$ cat config.mk
export PLATFORM = sky130hd
export DESIGN_NAME = useq_control_flat
export DESIGN_NICKNAME = d
export VERILOG_FILES = /design/src/rtl/useq_control_if.sv /design/src/rtl/useq_control.sv /design/src/flat_wrapper.sv
export SDC_FILE = /design/constraint.sdc
export NUM_CORES = 1
export LEC_CHECK = 0
export BUFFER_PORTS_ARGS = -buffer_cell sky130_fd_sc_hd__buf_2
export CAP_MARGIN = 15
export CORE_UTILIZATION = 58
export CTS_BUF_LIST = sky130_fd_sc_hd__clkbuf_2 sky130_fd_sc_hd__clkbuf_4 sky130_fd_sc_hd__clkbuf_8
export DETAILED_ROUTE_END_ITERATION = 10
export HOLD_SLACK_MARGIN = 0.02
export PLACE_DENSITY = 0.74
export REMOVE_ABC_BUFFERS = 1
export SYNTH_ARGS = -nofsm -noshare
export SYNTH_HDL_FRONTEND = slang
export SYNTH_SLANG_ARGS = --single-unit
$ cat constraint.sdc
create_clock -name clk -period 9.6 [get_ports clk]
set_clock_uncertainty 0.15 [all_clocks]
set_input_delay 0.96 -clock clk [delete_from_list [all_inputs] [get_ports clk]]
set_output_delay 0.96 -clock clk [all_outputs]
set_load 0.005 [all_outputs]
$ cat src/rtl/useq_control_if.sv
// Sequencer bus: start/condition inputs, microcode write port and status outputs.
interface useq_control_if #(
    parameter int unsigned P_LOG_MEMSIZE    = 5,
    parameter int unsigned P_NUM_D_CTRLBITS = 8,
    parameter int unsigned P_NUM_COND       = 4
);
    localparam int unsigned LP_CSEL_W    = $clog2(P_NUM_COND);
    localparam int unsigned LP_WORDWIDTH = P_NUM_D_CTRLBITS + 3 + LP_CSEL_W + 1 + P_LOG_MEMSIZE;

    logic                        start;
    logic [P_NUM_COND-1:0]       cond;
    logic                        prog_we;
    logic [P_LOG_MEMSIZE-1:0]    prog_addr;
    logic [LP_WORDWIDTH-1:0]     prog_data;
    logic [P_NUM_D_CTRLBITS-1:0] dp_ctrl;
    logic [P_LOG_MEMSIZE-1:0]    upc;
    logic                        halted;
    logic                        err;

    modport master (
        output start, cond, prog_we, prog_addr, prog_data,
        input  dp_ctrl, upc, halted, err
    );

    modport slave (
        input  start, cond, prog_we, prog_addr, prog_data,
        output dp_ctrl, upc, halted, err
    );
endinterface

$ cat src/rtl/useq_control.sv
// Microcoded sequencer with condition select, return stack, loop counter and halt/start.
module useq_control #(
    parameter int unsigned P_LOG_MEMSIZE    = 5,
    parameter int unsigned P_NUM_D_CTRLBITS = 8,
    parameter int unsigned P_NUM_COND       = 4,
    parameter int unsigned P_STACK_DEPTH    = 4
) (
    input logic           clk,
    input logic           rst,
    useq_control_if.slave bus
);
    localparam int unsigned LP_CSEL_W    = $clog2(P_NUM_COND);
    localparam int unsigned LP_WORDWIDTH = P_NUM_D_CTRLBITS + 3 + LP_CSEL_W + 1 + P_LOG_MEMSIZE;
    localparam int unsigned LP_MEMDEPTH  = 2 ** P_LOG_MEMSIZE;
    localparam int unsigned LP_SP_W      = $clog2(P_STACK_DEPTH + 1);
    localparam int unsigned LP_IDX_W     = (P_STACK_DEPTH > 1) ? $clog2(P_STACK_DEPTH) : 1;
    localparam int unsigned LP_OP_LSB    = P_LOG_MEMSIZE + 1 + LP_CSEL_W;

    typedef enum logic [2:0] {
        OpNext  = 3'd0,
        OpJmp   = 3'd1,
        OpJc    = 3'd2,
        OpCall  = 3'd3,
        OpRet   = 3'd4,
        OpLdcnt = 3'd5,
        OpDjnz  = 3'd6,
        OpHalt  = 3'd7
    } op_e;

    typedef enum logic {StHalted = 1'b0, StRun = 1'b1} state_e;

    logic [LP_WORDWIDTH-1:0]  r_mem   [LP_MEMDEPTH];
    logic [P_LOG_MEMSIZE-1:0] r_stack [P_STACK_DEPTH];

    state_e                   r_state, w_state_d;
    logic [P_LOG_MEMSIZE-1:0] r_upc, w_upc_d;
    logic [P_LOG_MEMSIZE-1:0] r_cnt, w_cnt_d;
    logic [LP_SP_W-1:0]       r_sp, w_sp_d;
    logic                     r_err, w_err_d;
    logic                     w_push;

    logic [LP_WORDWIDTH-1:0]     w_word;
    logic [P_NUM_D_CTRLBITS-1:0] w_dp;
    op_e                         w_op;
    logic [LP_CSEL_W-1:0]        w_csel;
    logic                        w_pol;
    logic [P_LOG_MEMSIZE-1:0]    w_addr;
    logic                        w_taken;
    logic [P_LOG_MEMSIZE-1:0]    w_upc_inc;
    logic                        w_full;
    logic                        w_empty;
    logic [LP_IDX_W-1:0]         w_push_idx;
    logic [LP_IDX_W-1:0]         w_pop_idx;

    // Decode the word at the current micro-PC (asynchronous read).
    assign w_word     = r_mem[r_upc];
    assign w_dp       = w_word[LP_WORDWIDTH-1 -: P_NUM_D_CTRLBITS];
    assign w_op       = op_e'(w_word[LP_OP_LSB +: 3]);
    assign w_csel     = w_word[P_LOG_MEMSIZE+1 +: LP_CSEL_W];
    assign w_pol      = w_word[P_LOG_MEMSIZE];
    assign w_addr     = w_word[P_LOG_MEMSIZE-1:0];
    assign w_taken    = bus.cond[w_csel] ^ w_pol;
    assign w_upc_inc  = r_upc + P_LOG_MEMSIZE'(1);
    assign w_full     = (r_sp == LP_SP_W'(P_STACK_DEPTH));
    assign w_empty    = (r_sp == '0);
    assign w_push_idx = LP_IDX_W'(r_sp);
    assign w_pop_idx  = LP_IDX_W'(r_sp - LP_SP_W'(1));

    // Next-state logic: start handling while halted, opcode execution while running.
    always_comb begin
        w_state_d = r_state;
        w_upc_d   = r_upc;
        w_cnt_d   = r_cnt;
        w_sp_d    = r_sp;
        w_err_d   = r_err;
        w_push    = 1'b0;
        unique case (r_state)
            StHalted: begin
                if (bus.start) begin
                    w_state_d = StRun;
                    // A faulted machine restarts from a clean slate.
                    if (r_err) begin
                        w_err_d = 1'b0;
                        w_sp_d  = '0;
                        w_upc_d = '0;
                    end
                end
            end
            StRun: begin
                w_upc_d = w_upc_inc;
                unique case (w_op)
                    OpNext: ;
                    OpJmp:  w_upc_d = w_addr;
                    OpJc:   if (w_taken) w_upc_d = w_addr;
                    OpCall: begin
                        if (w_full) begin
                            w_state_d = StHalted;
                            w_err_d   = 1'b1;
                            w_upc_d   = r_upc;
                        end else begin
                            w_push  = 1'b1;
                            w_sp_d  = r_sp + LP_SP_W'(1);
                            w_upc_d = w_addr;
                        end
                    end
                    OpRet: begin
                        if (w_empty) begin
                            w_state_d = StHalted;
                            w_err_d   = 1'b1;
                            w_upc_d   = r_upc;
                        end else begin
                            w_sp_d  = r_sp - LP_SP_W'(1);
                            w_upc_d = r_stack[w_pop_idx];
                        end
                    end
                    OpLdcnt: w_cnt_d = w_addr;
                    OpDjnz: begin
                        if (r_cnt != '0) begin
                            w_cnt_d = r_cnt - P_LOG_MEMSIZE'(1);
                            w_upc_d = w_addr;
                        end
                    end
                    OpHalt: w_state_d = StHalted;
                    default: ;
                endcase
            end
            default: ;
        endcase
    end

    // Control state register with asynchronous active-low reset.
    always_ff @(posedge clk or negedge rst) begin
        if (!rst) begin
            r_state <= StHalted;
            r_upc   <= '0;
            r_cnt   <= '0;
            r_sp    <= '0;
            r_err   <= 1'b0;
        end else begin
            r_state <= w_state_d;
            r_upc   <= w_upc_d;
            r_cnt   <= w_cnt_d;
            r_sp    <= w_sp_d;
            r_err   <= w_err_d;
        end
    end

    // Microcode store write port; contents survive reset.
    always_ff @(posedge clk) begin
        if (bus.prog_we) begin
            r_mem[bus.prog_addr] <= bus.prog_data;
        end
    end

    // Return-address stack storage; only the pointer is reset.
    always_ff @(posedge clk) begin
        if (w_push) begin
            r_stack[w_push_idx] <= w_upc_inc;
        end
    end

    assign bus.dp_ctrl = (r_state == StHalted) ? '0 : w_dp;
    assign bus.upc     = r_upc;
    assign bus.halted  = (r_state == StHalted);
    assign bus.err     = r_err;
endmodule

$ cat src/flat_wrapper.sv
// flat-port wrapper written by rule: the top's interface ports become plain ports
module useq_control_flat 
#(
    parameter int unsigned P_LOG_MEMSIZE    = 5,
    parameter int unsigned P_NUM_D_CTRLBITS = 8,
    parameter int unsigned P_NUM_COND       = 4,
    parameter int unsigned P_STACK_DEPTH    = 4
)
  (clk, rst, bus_start, bus_cond, bus_prog_we, bus_prog_addr, bus_prog_data, bus_dp_ctrl, bus_upc, bus_halted, bus_err);
  useq_control_if #(.P_LOG_MEMSIZE(P_LOG_MEMSIZE), .P_NUM_D_CTRLBITS(P_NUM_D_CTRLBITS), .P_NUM_COND(P_NUM_COND)) bus_i ();
  input logic clk;
  input logic rst;
  input wire logic [$bits(bus_i.start)-1:0] bus_start;
  input wire logic [$bits(bus_i.cond)-1:0] bus_cond;
  input wire logic [$bits(bus_i.prog_we)-1:0] bus_prog_we;
  input wire logic [$bits(bus_i.prog_addr)-1:0] bus_prog_addr;
  input wire logic [$bits(bus_i.prog_data)-1:0] bus_prog_data;
  output wire logic [$bits(bus_i.dp_ctrl)-1:0] bus_dp_ctrl;
  output wire logic [$bits(bus_i.upc)-1:0] bus_upc;
  output wire logic [$bits(bus_i.halted)-1:0] bus_halted;
  output wire logic [$bits(bus_i.err)-1:0] bus_err;
  assign bus_i.start = bus_start;
  assign bus_i.cond = bus_cond;
  assign bus_i.prog_we = bus_prog_we;
  assign bus_i.prog_addr = bus_prog_addr;
  assign bus_i.prog_data = bus_prog_data;
  assign bus_dp_ctrl = bus_i.dp_ctrl;
  assign bus_upc = bus_i.upc;
  assign bus_halted = bus_i.halted;
  assign bus_err = bus_i.err;
  useq_control #(.P_LOG_MEMSIZE(P_LOG_MEMSIZE), .P_NUM_D_CTRLBITS(P_NUM_D_CTRLBITS), .P_NUM_COND(P_NUM_COND), .P_STACK_DEPTH(P_STACK_DEPTH)) u_core (.clk(clk), .rst(rst), .bus(bus_i));
endmodule
---- Yosys cells after proc, flatten, opt, wreduce, memory -nomap -nowiden ----
Memory sizes are Yosys's and may differ from the RTL's.
Cells that the tools add are included.
word-level totals
  flip-flop bits (word level) ............. 15
  logic and storage cells ................. 72
  output and inout bits ................... 15
  input bits .............................. 32
  memories kept ........................... 2
  bits in writable memories ............... 628
memories
  name            words  width  read ports  clocked after Yosys merged registers in  wr ports  line                RTL
  u_core.r_mem    32     19     1           0                                        1         useq_control.sv:32  logic [LP_WORDWIDTH-1:0] r_mem [LP_MEMDEPTH];
  u_core.r_stack  4      5      1           0                                        1         useq_control.sv:33  logic [P_LOG_MEMSIZE-1:0] r_stack [P_STACK_DEPTH];
operators by class
  equality and inequality tests ........... 16
  bitwise gates (word level) .............. 2
  multiplexer cells ....................... 35
  $lt $le $gt $ge ......................... 1
  reduce and logical (&&, ||, !) cells .... 7
  $add $sub $neg .......................... 4
operators by type and width
  cell                 number
  $mux 5               7
  $pmux 5 s5           1
  $pmux 5 s2           2
  $eq 3x3->1 const B   5
  $ne 3x3->1 const B   5
  $mux 1               13
  $mux 3               4
  $pmux 3 s2           2
  $mux 8               1
  $reduce_and 4->1     2
  $eq 3x2->1 const B   2
  $pmux 1 s2           3
  $add 5x1->5 const B  1
  $reduce_and 5->1     1
  $reduce_bool 5->1    1
  $sub 5x1->5 const B  1
  $ne 2x1->1 const B   2
  $add 3x1->3 const B  1
  $eq 3x1->1 const B   1
  $logic_not 3->1      1
  $lt 2x3->1 const B   1
  $pmux 1 s3           1
  $reduce_and 3->1     1
  $sub 3x1->3 const B  1
  other kinds (5)      5

---- Longest topological paths before layout ----
An unclocked memory read counts as a cell.
  depth after elaboration ................. 7
  mapped depth ............................ 15
  mapped depth without buffers ............ 9

---- Least setup slack after synthesis ----
OpenSTA, ideal clock, no wires.
  path type ............................... register to output
  start ................................... register u_core.r_upc[0] (netlist: u_core.bus.upc[0])
  end ..................................... output bus_dp_ctrl[0]
  setup slack ............................. 5.623 ns
  data arrival time ....................... 2.867 ns
  required time ........................... 8.490 ns
  cell stages (with the launch flop) ...... 11
  buffers on the path ..................... 6
  cell sequence ........................... dfrtp_1 > buf_6 > buf_12 > buf_6 > buf_4 > buf_2 > buf_2 > mux4_2 > mux4_2 > mux2i_1 > nor2_1
on the way
  word-level cells in the longest chain between the ends .. 2
ends and longest elaborated chain
  element                   line                 RTL
  start: declaration        useq_control.sv:36   logic [P_LOG_MEMSIZE-1:0] r_upc, w_upc_d;
  start signal: assignment  useq_control.sv:141  r_upc <= w_upc_d;
  $mem_v2 32x19             -
  $mux 8                    useq_control.sv:162  assign bus.dp_ctrl = (r_state == StHalted) ? '0 : w_dp;
  end: declaration          flat_wrapper.sv:18   output wire logic [$bits(bus_i.dp_ctrl)-1:0] bus_dp_ctrl;
No other way between the ends.

---- Worst setup path in the final report ----
  start ................................... register u_core.r_upc[0] (netlist: u_core.bus.upc[0])
  end ..................................... output bus_dp_ctrl[5]
The elaborated chain is that of the path after synthesis.

==> run summary <==
The path type of the worst min-delay path was reg -> reg. The adder-cell share of the synthesized area is 0.437%. The half-perimeter wire length after detailed placement is 34,600 um. The flow ran to the end, and the final reports show no timing, DRC or antenna violations. STA classifies the critical path endpoint as an output pin. Summed over all layers, the routed wires come to 59,300 um. After technology mapping, the gate count stands at 1,248.

The worst hold path begins at u_core.r_sp[2]. STA puts the critical path data required time at 8490 ps. The count of cells along the worst hold path is 1.

The run gives 0 as the count of yosys warnings during synthesis. After detailed routing, the number of remaining DRC violations is 0. The initial utilization of the core area, before any placement, comes to 59.3%. The kind of critical path was reg -> out. After Yosys synthesis, and, or, nand and nor cells account for 3.53% of the synthesized area.

After detailed routing, the average wire length per cell comes to 29.1 um. After the last flow step, the layout net total stands at 1,419. The logs give 680 ps for the clock insertion delay at the later pin of the skew report and 197 MHz for the highest achievable clock rate.

The worst-case reg-to-reg path depth was 10. For the number of failing setup endpoints in the final timing report, the log shows 0. The met1 global-route usage is 37.9%, and the final antenna-violating net count is 0. CTS built an H-tree with a depth of 3. The cell area that synthesis handed to floorplanning was 25,800 um2. The number of violations of the max-capacitance limit was 0. Fill cells in the final layout number 2,831.

Across every metal layer, demand over resource in global routing totals 27.2%. Counting flops and latches in the post-synthesis netlist gives 643. The endpoint of the worst hold path was u_core.r_sp[2].

The highest net fanout along the worst path was 103; the global routing met2 resource utilization was 42.5%. Most common cell after layout, fill and taps aside: edfxtp_1. The actual slew at the worst max-slew pin was 1010 ps; the floorplan die width was 213 um. The die is 213 um tall.

The run gives 76 as the number of standard-cell rows in the floorplan. The total clock sinks is 643, and the power per unit of standard cell area is 286 nW/um2. The count of final max-slew check failures was 0. TritonCTS built the clock tree. The final critical path takes up 52.9% of the cycle. Sorting the synthesized cells by area gives the leading types as edfxtp_1 73%, mux4_2 12%, mux2i_1 2.7%. The portion of synthesized area spent on multiplexers is 16.1%. The count of buffers added by post-CTS timing repair for setup is 0. Counting along the longest clock path gives a buffer depth of 3.

The signed area change from the synthesized netlist to the final layout is 11.2%, and the largest net degree at the start of global routing is 104. For the initial antenna violation count, the log shows 5. The worst setup path is launched from a flop. The routability-driven placement congestion ratio is 0.887. The biggest area contributor in the post-synthesis netlist is edfxtp_1. The global routing stage identified its most utilized layer as met2. The run gives 13,219 as the via count. The worst flop-to-flop path startpoint was u_core.bus.upc[0]. The clock-pin slew on the worst setup and hold paths is 60 ps.

In this run the biggest area consumer among cell types represents 73.2% of the synthesized area. The post-synthesis average cell area is 20.7 um2. The worst register-to-register path ends at u_core.r_cnt[3]. Mean number of vias per cell: 6.49. The worst path in the final design needs a cycle of 5080 ps, including I/O delays and setup.

Summing the areas of all compound-gate instances in the mapped netlist gives 3.41% of the synthesized area. The number of global-route vias before repair came out at 13,315. The clock root buffer is clkbuf_8.

Setup repair after global routing left no endpoint under its margin. The most used flip-flop cell after synthesis is edfxtp_1. The count of port buffers added during placement came out at 46. In this run, distinct cell masters in the synthesized netlist total 73.

The fraction of synthesized cell area in xor and xnor cells came out at 0.136%. After the first detailed-routing iteration, the DRC count stood at 1,632. The tools report the worst path arrival time as 3970 ps. The first-pass iteration count of the detailed router was 5. The I/O pin count is 47, and the reg2reg setup slack is 4610 ps. The proportion of register bits with asynchronous set or reset after synthesis was 2.33%; the diode insertion count for antenna repair was 0.

For the sequential fraction of the synthesis area, the log shows 74.6%. By area, the combinational part of the netlist is dominated by multiplexers. Counting flops with a built-in enable in the synthesized netlist gives 628. The overall power consumption was 8.19 mW.

Leaving out fill and tap cells, the most frequent cells in the layout are 628 x edfxtp_1, 140 x mux4_2, 101 x clkbuf_8. Cells with a size suffix above 1 make up 30.1% of the layout. For the remaining global-route overflow, the log shows 0. The count of final hold-check violations was 0; the remaining max-slew budget at the tightest pin was 31.7%.

For this run, the number of standard cells in the final layout without fillers is 2,036. The cell total after placement is 1,860, and the worst vdd rail ir drop is 0.316 mV. The first global-routing pass estimated 85,800 um of wire. The die covers 45,300 um2. The run gives 43,500 um2 as the core outline area. Fraction of met3 tracks used by global routing: 5.77%. The number of clock buffers added by TritonCTS is 100.

In this run the static leakage power is 9.23 nW. Adding up every negative setup slack in the final design gives 0 ps.
[stage by stage]
stage	hold slack [ps]	setup slack [ps]	utilization (%)	cell area [um2]
floorplan	344	1150	-	25400
global placement	355	4860	61.6	26800
detailed placement	373	4680	61.6	26800
CTS	383	4430	66.0	28700
global route	402	4170	66.0	28700
finish	388	4520	66.0	28700
[cell usage after synthesis (3+ instances only)]
library cell,count
nand3_1,27
a211oi_2,3
a211oi_1,5
nor4_1,6
o211ai_1,7
ha_1,9
buf_2,16
nor2b_1,10
dfrtp_1,15
nand2_1,33
mux2i_1,69
buf_4,7
buf_1,5
o21a_1,4
nor2_1,57
buf_12,3
mux4_1,11
o22ai_1,13
inv_1,10
a22oi_1,22
o21ai_0,13
or3b_2,3
clkbuf_1,22
o31a_1,5
a211o_1,4
xnor2_1,3
nand3b_1,9
a31oi_1,3
a21oi_1,14
mux4_2,140
buf_6,7
and2_1,6
or3_1,3
edfxtp_1,628
nand4_1,3
nor3_1,6
[layout make-up]
type                    instances  area, um2  area share, %
well taps                     585        732           2.55
flip-flops and latches        643      19200           67.1
inverters                      12       45.0          0.157
clock buffers                 126       1580           5.50
repair buffers                 90        576           2.01
multi-input cells             531       6170           21.5
clock inverters                49        322           1.12
[worst max path at each step]
| stage | start | to | slack, ps | cells after the start |
|---|---|---|---|---|
| after global routing | u_core.bus.upc[0] | u_core.r_cnt[3] | 4170 | 10 |
| final | u_core.bus.upc[0] | bus_dp_ctrl[5] | 4520 | 6 |
| after global placement | u_core.bus.upc[0] | u_core.r_cnt[3] | 4860 | 10 |
| after detailed placement | u_core.bus.upc[0] | u_core.r_cnt[3] | 4680 | 10 |
| after CTS | u_core.bus.upc[0] | bus_dp_ctrl[5] | 4430 | 6 |
| after floorplan | u_core.bus.upc[0] | u_core.r_cnt[3] | 1150 | 8 |
[critical path, cell delays in order, from the launching register on]
cell	delay (ps)
dfrtp_4	800
buf_12	600
mux4_2	610
mux4_2	450
mux2i_1	280
nor2_1	140
buf_2	190
[routing by layer]
metal	vias up	part of all wire (%)	wire length (um)
li1	5498	-	-
met1	6803	38	22800
met2	774	48	28500
met3	140	9.8	5790
met4	4	3.5	2100
met5	-	0.037	22
[logic make-up (layout without fill, tap and decap cells)]
| logic type | count (synthesis) | count (layout) |
|---|---|---|
| adders and majority gates | 9 | 9 |
| and+or+nand+nor | 178 | 178 |
| xor gates and xnor gates | 4 | 4 |
| muxes | 222 | 222 |
| DFF | 643 | 643 |
| AOI/OAI and AO/OA | 118 | 118 |
| buffers and inverters | 74 | 277 |
[repair_timing]
action,in CTS,in global routing
hold endpoints to repair,1,0
gates resized for setup,0,0
hold buffers,1,0
[registers in the layout, summed over array words and instances (netlist names)]
name / count
u_core.r_mem: 608
u_core.r_stack: 20
u_core.bus.upc: 5
u_core.r_cnt: 5
u_core.r_sp: 3
u_core.bus.err: 1
u_core.r_state: 1
[report_power, final]
part	internal [mW]	switching (mW)	total [mW]
combinational	1.18	1.45	2.63
clock	1.16	1.04	2.20
sequential	3.18	0.176	3.36
Note: power is estimated with default switching activity, not from simulation.
